**config.mk**
```make
export PLATFORM = sky130hd
export DESIGN_NAME = mac_accum
export DESIGN_NICKNAME = d
export VERILOG_FILES = /design/src/rtl/mac_accum_pkg.sv /design/src/rtl/mac_accum_outbuf.sv /design/src/rtl/mac_accum.sv
export SDC_FILE = /design/constraint.sdc
export NUM_CORES = 1
export LEC_CHECK = 0
export ABC_AREA = 1
export CORE_ASPECT_RATIO = 2
export CORE_MARGIN = 2
export CORE_UTILIZATION = 45
export DETAILED_ROUTE_END_ITERATION = 7
export DONT_BUFFER_PORTS = 1
export PLACE_DENSITY = 0.71
export SYNTH_ARGS = -nofsm -noshare
export SYNTH_HDL_FRONTEND = slang
export SYNTH_SLANG_ARGS = --single-unit
```
**constraint.sdc**
```tcl
create_clock -name clk -period 2.05 [get_ports clk]
set_input_delay 0.205 -clock clk [delete_from_list [all_inputs] [get_ports clk]]
set_output_delay 0.205 -clock clk [all_outputs]
set_load 0.05 [all_outputs]
```
**src/rtl/mac_accum_pkg.sv**
```systemverilog
// ============================================================================
// Module   : p (package)
// Desc     : Shared widths for the multiply-add datapath and the accumulator.
// Revision : 1.0
// ============================================================================
`default_nettype none

package p;

    localparam int SIZE_REG      = 8;
    localparam int SIZE_DATA_OUT = 2 * SIZE_REG;
    localparam int ACC_LEN_DEF   = 4;

    typedef enum logic [1:0] {
        BUF_EMPTY = 2'd0,
        BUF_ONE   = 2'd1,
        BUF_TWO   = 2'd2
    } buf_state_t;

endpackage

`default_nettype wire

```
**src/rtl/mac_accum_outbuf.sv**
```systemverilog
// ============================================================================
// Module   : mac_outbuf
// Desc     : 2-entry valid/ready output buffer; drops a push when full and
//            not popping, and flags it with a sticky overrun bit.
// Revision : 1.0
// ============================================================================
`default_nettype none

module mac_outbuf
    import p::*;
#(
    parameter int W = 18
) (
    input  logic         clk,
    input  logic         reset,
    input  logic         i_push,
    input  logic [W-1:0] i_push_data,
    input  logic         i_ready,
    output logic [W-1:0] o_data,
    output logic         o_valid,
    output logic         o_in_ready,
    output logic         o_overrun
);

    buf_state_t   r_state;
    buf_state_t   w_state_nxt;
    logic [W-1:0] r_head;
    logic [W-1:0] r_tail;
    logic [W-1:0] w_head_nxt;
    logic [W-1:0] w_tail_nxt;
    logic         r_ovr;
    logic         w_ovr_nxt;
    logic         w_pop;

    assign w_pop = (r_state != BUF_EMPTY) && i_ready;

    always_ff @(posedge clk or posedge reset) begin
        if (reset) begin
            r_state <= BUF_EMPTY;
            r_head  <= '0;
            r_tail  <= '0;
            r_ovr   <= 1'b0;
        end else begin
            r_state <= w_state_nxt;
            r_head  <= w_head_nxt;
            r_tail  <= w_tail_nxt;
            r_ovr   <= w_ovr_nxt;
        end
    end

    always_comb begin
        w_state_nxt = r_state;
        w_head_nxt  = r_head;
        w_tail_nxt  = r_tail;
        w_ovr_nxt   = r_ovr;
        case (r_state)
            BUF_EMPTY: begin
                if (i_push) begin
                    w_state_nxt = BUF_ONE;
                    w_head_nxt  = i_push_data;
                end
            end
            BUF_ONE: begin
                case ({i_push, w_pop})
                    2'b10: begin
                        w_state_nxt = BUF_TWO;
                        w_tail_nxt  = i_push_data;
                    end
                    2'b01: w_state_nxt = BUF_EMPTY;
                    2'b11: w_head_nxt  = i_push_data;
                    default: ;
                endcase
            end
            BUF_TWO: begin
                // A push coinciding with a pop frees a slot, so it is not an overrun.
                case ({i_push, w_pop})
                    2'b10: w_ovr_nxt = 1'b1;
                    2'b01: begin
                        w_state_nxt = BUF_ONE;
                        w_head_nxt  = r_tail;
                    end
                    2'b11: begin
                        w_head_nxt = r_tail;
                        w_tail_nxt = i_push_data;
                    end
                    default: ;
                endcase
            end
            default: w_state_nxt = BUF_EMPTY;
        endcase
    end

    assign o_data     = r_head;
    assign o_valid    = (r_state != BUF_EMPTY);
    assign o_in_ready = (r_state != BUF_TWO);
    assign o_overrun  = r_ovr;

endmodule

`default_nettype wire

```
**src/rtl/mac_accum.sv**
```systemverilog
// ============================================================================
// Module   : mac_accum
// Desc     : Realigns launch strobes to the 2-clock multiply-add latency and
//            sums every ACC_LEN valid products into one buffered result.
// Revision : 1.0
// ============================================================================
`default_nettype none

module mac_accum
    import p::*;
#(
    parameter int ACC_LEN  = ACC_LEN_DEF,
    parameter int SIZE_ACC = SIZE_DATA_OUT + $clog2(ACC_LEN)
) (
    input  logic                       clk,
    input  logic                       reset,
    input  logic                       launch,
    input  logic [SIZE_DATA_OUT-1:0]   data_in,
    output logic                       in_ready,
    output logic [SIZE_ACC-1:0]        out_data,
    output logic                       out_valid,
    input  logic                       out_ready,
    output logic                       overrun,
    output logic [$clog2(ACC_LEN)-1:0] grp_cnt
);

    localparam int            CW     = $clog2(ACC_LEN);
    localparam logic [CW-1:0] C_LAST = CW'(ACC_LEN - 1);

    logic                r_v1;
    logic                r_v2;
    logic [SIZE_ACC-1:0] r_acc;
    logic [CW-1:0]       r_grp;
    logic [SIZE_ACC-1:0] w_data_ext;
    logic [SIZE_ACC-1:0] w_sum;
    logic                w_push;

    assign w_data_ext = SIZE_ACC'(data_in);
    assign w_sum      = r_acc + w_data_ext;
    // The completed sum goes straight into the buffer so it is registered once.
    assign w_push     = r_v2 && (r_grp == C_LAST);

    always_ff @(posedge clk or posedge reset) begin
        if (reset) begin
            r_v1  <= 1'b0;
            r_v2  <= 1'b0;
            r_acc <= '0;
            r_grp <= '0;
        end else begin
            r_v1 <= launch;
            r_v2 <= r_v1;
            if (r_v2) begin
                if (r_grp == C_LAST) begin
                    r_acc <= '0;
                    r_grp <= '0;
                end else begin
                    r_acc <= w_sum;
                    r_grp <= r_grp + 1'b1;
                end
            end
        end
    end

    mac_outbuf #(
        .W (SIZE_ACC)
    ) u_outbuf (
        .clk         (clk),
        .reset       (reset),
        .i_push      (w_push),
        .i_push_data (w_sum),
        .i_ready     (out_ready),
        .o_data      (out_data),
        .o_valid     (out_valid),
        .o_in_ready  (in_ready),
        .o_overrun   (overrun)
    );

    assign grp_cnt = r_grp;

endmodule

`default_nettype wire
```
==> impl_results.md <==
- Number of max-cap violations: 0
- Clk slew on worst S/H paths: 0.05 ns
- Worst Setup SP: r_acc[3]
- Worst Path Max Fanout: 4
- Clock Latency Late Sink: between 0.3 and 0.4 ns
- Fin. Hold Viols: 0
- IO Pins: 43
- Critical path required time: between 2 and 2.5 ns
- Final antenna-violating net count: 0
- Area Overhead vs Synth: 13.3%
- Cell variety after synth: 33
- Post-Route WL: 8330 µm
- Reg2Reg Depth: 8
- Critical path class: reg2reg
- Die Height: 130 µm
- Remaining DRCs: 1
- Hold_sp: data_in[0]
- Top post-synthesis cells by area: dfrtp_1, nand2_1, ha_1
- Via Count: 3013
- Tmin final: around 1.9 ns
- Starting DRT DRC Count: 228
- Post-route insts no fill: slightly below 600
- Setup TNS: 0 ns
- Hpwl dp: just over 6000 µm
- Worst Setup Start Kind: flip-flop
- Cell Rows: 46
- Clock buffer depth: 2
- Share of cells above drive strength 1: 10.1%
- Setup-failing EPs final: 0
- Inserted Diodes: 0
- Synthesized net count: roughly 510
- Routability-driven placement congestion ratio: ~0.84
- Post-synthesis sequential area ratio: between 40 and 50%
- Slew @ Worst Pin: between 0.5 and 0.6 ns
- Wire length per cell: between 10 and 15 µm
- WHS Path Cells: 3
- Core ar.: slightly below 8000 µm²
- Width of the die: roughly 67 µm
- RSZ-0062 raised after global routing: no
- Relative slew slack: 61.4%
- Max Clock Skew: 0.00538 ns
- Worst endpoint data arrival time: between 2 and 2.5 ns
- Share of the synthesized area in the top cell type: between 40% and 50%
- Pre-CTS WS: around 0.066 ns
- Total gr overflow: 0
- Post-Syn Area: 3580 µm²
- Hold Crit Class: in2reg
- Synth Register Bits: about 60
- Avg Cell Area, Syn: roughly 7.6 µm²
- CTS tree: done
- Starting density of the core: 45.8%
- PortBufs: 0
- Post-synthesis cell count: 470
- Final core occ: 51.9%
- R2r startpoint: r_acc[3]
- TritonCTS Buffers: 9
- Vias in the first global route: between 2000 and 3000
- Placed Cells incl. Taps: about 570
- TritonRoute pass-1 iters: 7
- H-tree depth: 3
- Tot GR Track Use: about 22%
- Fin crit share: 92.7%
- Die Footprint: approximately 8700 µm²
- Yosys warns: 0
- Clock Sinks: roughly 60
- Status: finished with violations
- # nets final: between 500 and 600
- Max frequency: about 530 MHz
- Final setup margin: approximately 0.15 ns
- Initial antenna violation count: 0
- Final slew viol count: 0
- Failing checks: DRC
- Cell taking the most area after synthesis: dfrtp_1
- Clock root buffer: clkbuf_16
- Post-CTS Setup Bufs: 0
- First-pass GRT wire length: ~14000 µm
- CP Capture Type: flip-flop
- Routed vias/inst: just over 5
- Largest net degree at the start of global routing: 30
-- path summary, 6_finish.rpt --
| path | end | slack (ns) |
|---|---|---|
| setup / recovery | u_outbuf.o_data[6] | 0.15 |
| hold reg to reg | r_v2 | 0.38 |
| hold / removal | u_outbuf.r_tail[0] | 0.24 |
| setup reg to reg | u_outbuf.o_data[6] | 0.15 |
| max in group asynchronous | r_acc[3] | 1.10 |
| min in group asynchronous | u_outbuf.r_state[0] | 0.40 |
-- routing by layer --
| layer | GRT usage (%) | wire (µm) |
|---|---|---|
| met4 | 9.36 | 201 |
| met1 | 27.8 | 3630 |
| met3 | 4.83 | 551 |
| met2 | 34.8 | 3950 |
| met5 | 0 | 0 |
-- metrics by stage --
| stage | area, µm² | hold WS, ns |
|---|---|---|
| finish | 4060 | 0.242 |
| global route | 4060 | 0.273 |
| CTS | 4030 | 0.204 |
| detailed placement | 3730 | 0.186 |
| global placement | 3730 | 0.179 |
| floorplan | 3580 | 0.236 |
-- registers in the layout, summed over array words and instances (netlist names) --
name                cells
r_acc                  18
u_outbuf.o_data        18
u_outbuf.r_tail        18
grp_cnt                 2
u_outbuf.r_state        2
r_v1                    1
r_v2                    1
u_outbuf.o_overrun      1
-- synth_stat cells --
library cell,instances
nand2_1,164
dfrtp_1,61
inv_1,48
o21ai_0,32
nand3_1,27
nor2_1,24
a21oi_1,21
ha_1,21
o21ai_1,15
o21ai_2,7
xnor2_1,5
buf_2,4
buf_6,4
inv_2,4
a21o_1,3
and2_1,3
clkbuf_1,3
nand3b_1,3
a21oi_2,2
nor2_2,2
nor3_1,2
o21a_1,2
o21bai_1,2
xor2_1,2
a22o_1,1
buf_4,1
fa_1,1
nand2_2,1
nand3_2,1
nand4_1,1
nor2_4,1
o211ai_1,1
o22ai_1,1
-- cells in the final DEF (no fill, tap or decap), drive strengths merged, types with 2 or more instances in the layout --
master and instances:
o21bai 2, o21ai 54, buf 11, xnor2 5
nand3 28, o21a 2, nor2 27, clkbuf 14
a21oi 23, a21o 3, nand2 165, xor2 2
nand3b 3, dlygate4sd3 2, inv 52, and2 3
ha 21, nor3 2, dfrtp 61
-- cell families after synthesis --
kind of cell / after synthesis / share of synthesized area, %
buffers and inverters: 64 / 7.79
AO/OA/AOI/OAI: 87 / 13.8
XOR/XNOR: 7 / 1.71
AND/OR/NAND/NOR: 229 / 26.2
adder cells (fa/ha/maj): 22 / 7.89
flip-flops: 61 / 42.6
-- layout make-up --
cell class | instances | area [µm²]
multi-input cells | 345 | 1810
clock inverters | 1 | 5.00
clock buffers | 14 | 274
inverters | 52 | 195
flip-flops and latches | 61 | 1530
fillers | 748 | 3770
well taps | 96 | 120
repair buffers | 13 | 128
-- what timing repair did --
item / in CTS / in global routing
endpoints found under the setup margin: 0 / 29
hold buffers: 2 / 0
resized for setup: 0 / 9
endpoints found under the hold margin: 26 / 0
-- critical path, stage by stage, from the launching register on --
cell	delay [ns]
dfrtp_1	0.38
ha_1	0.32
a21oi_1	0.28
o21ai_4	0.11
nand2_1	0.08
nand2_1	0.10
xnor2_1	0.31
a21o_1	0.16
nand2_1	0.04
Power is left out: the tool's default activity adds up to more than one toggle a clock period on the data nets, which glitch-free logic cannot reach.
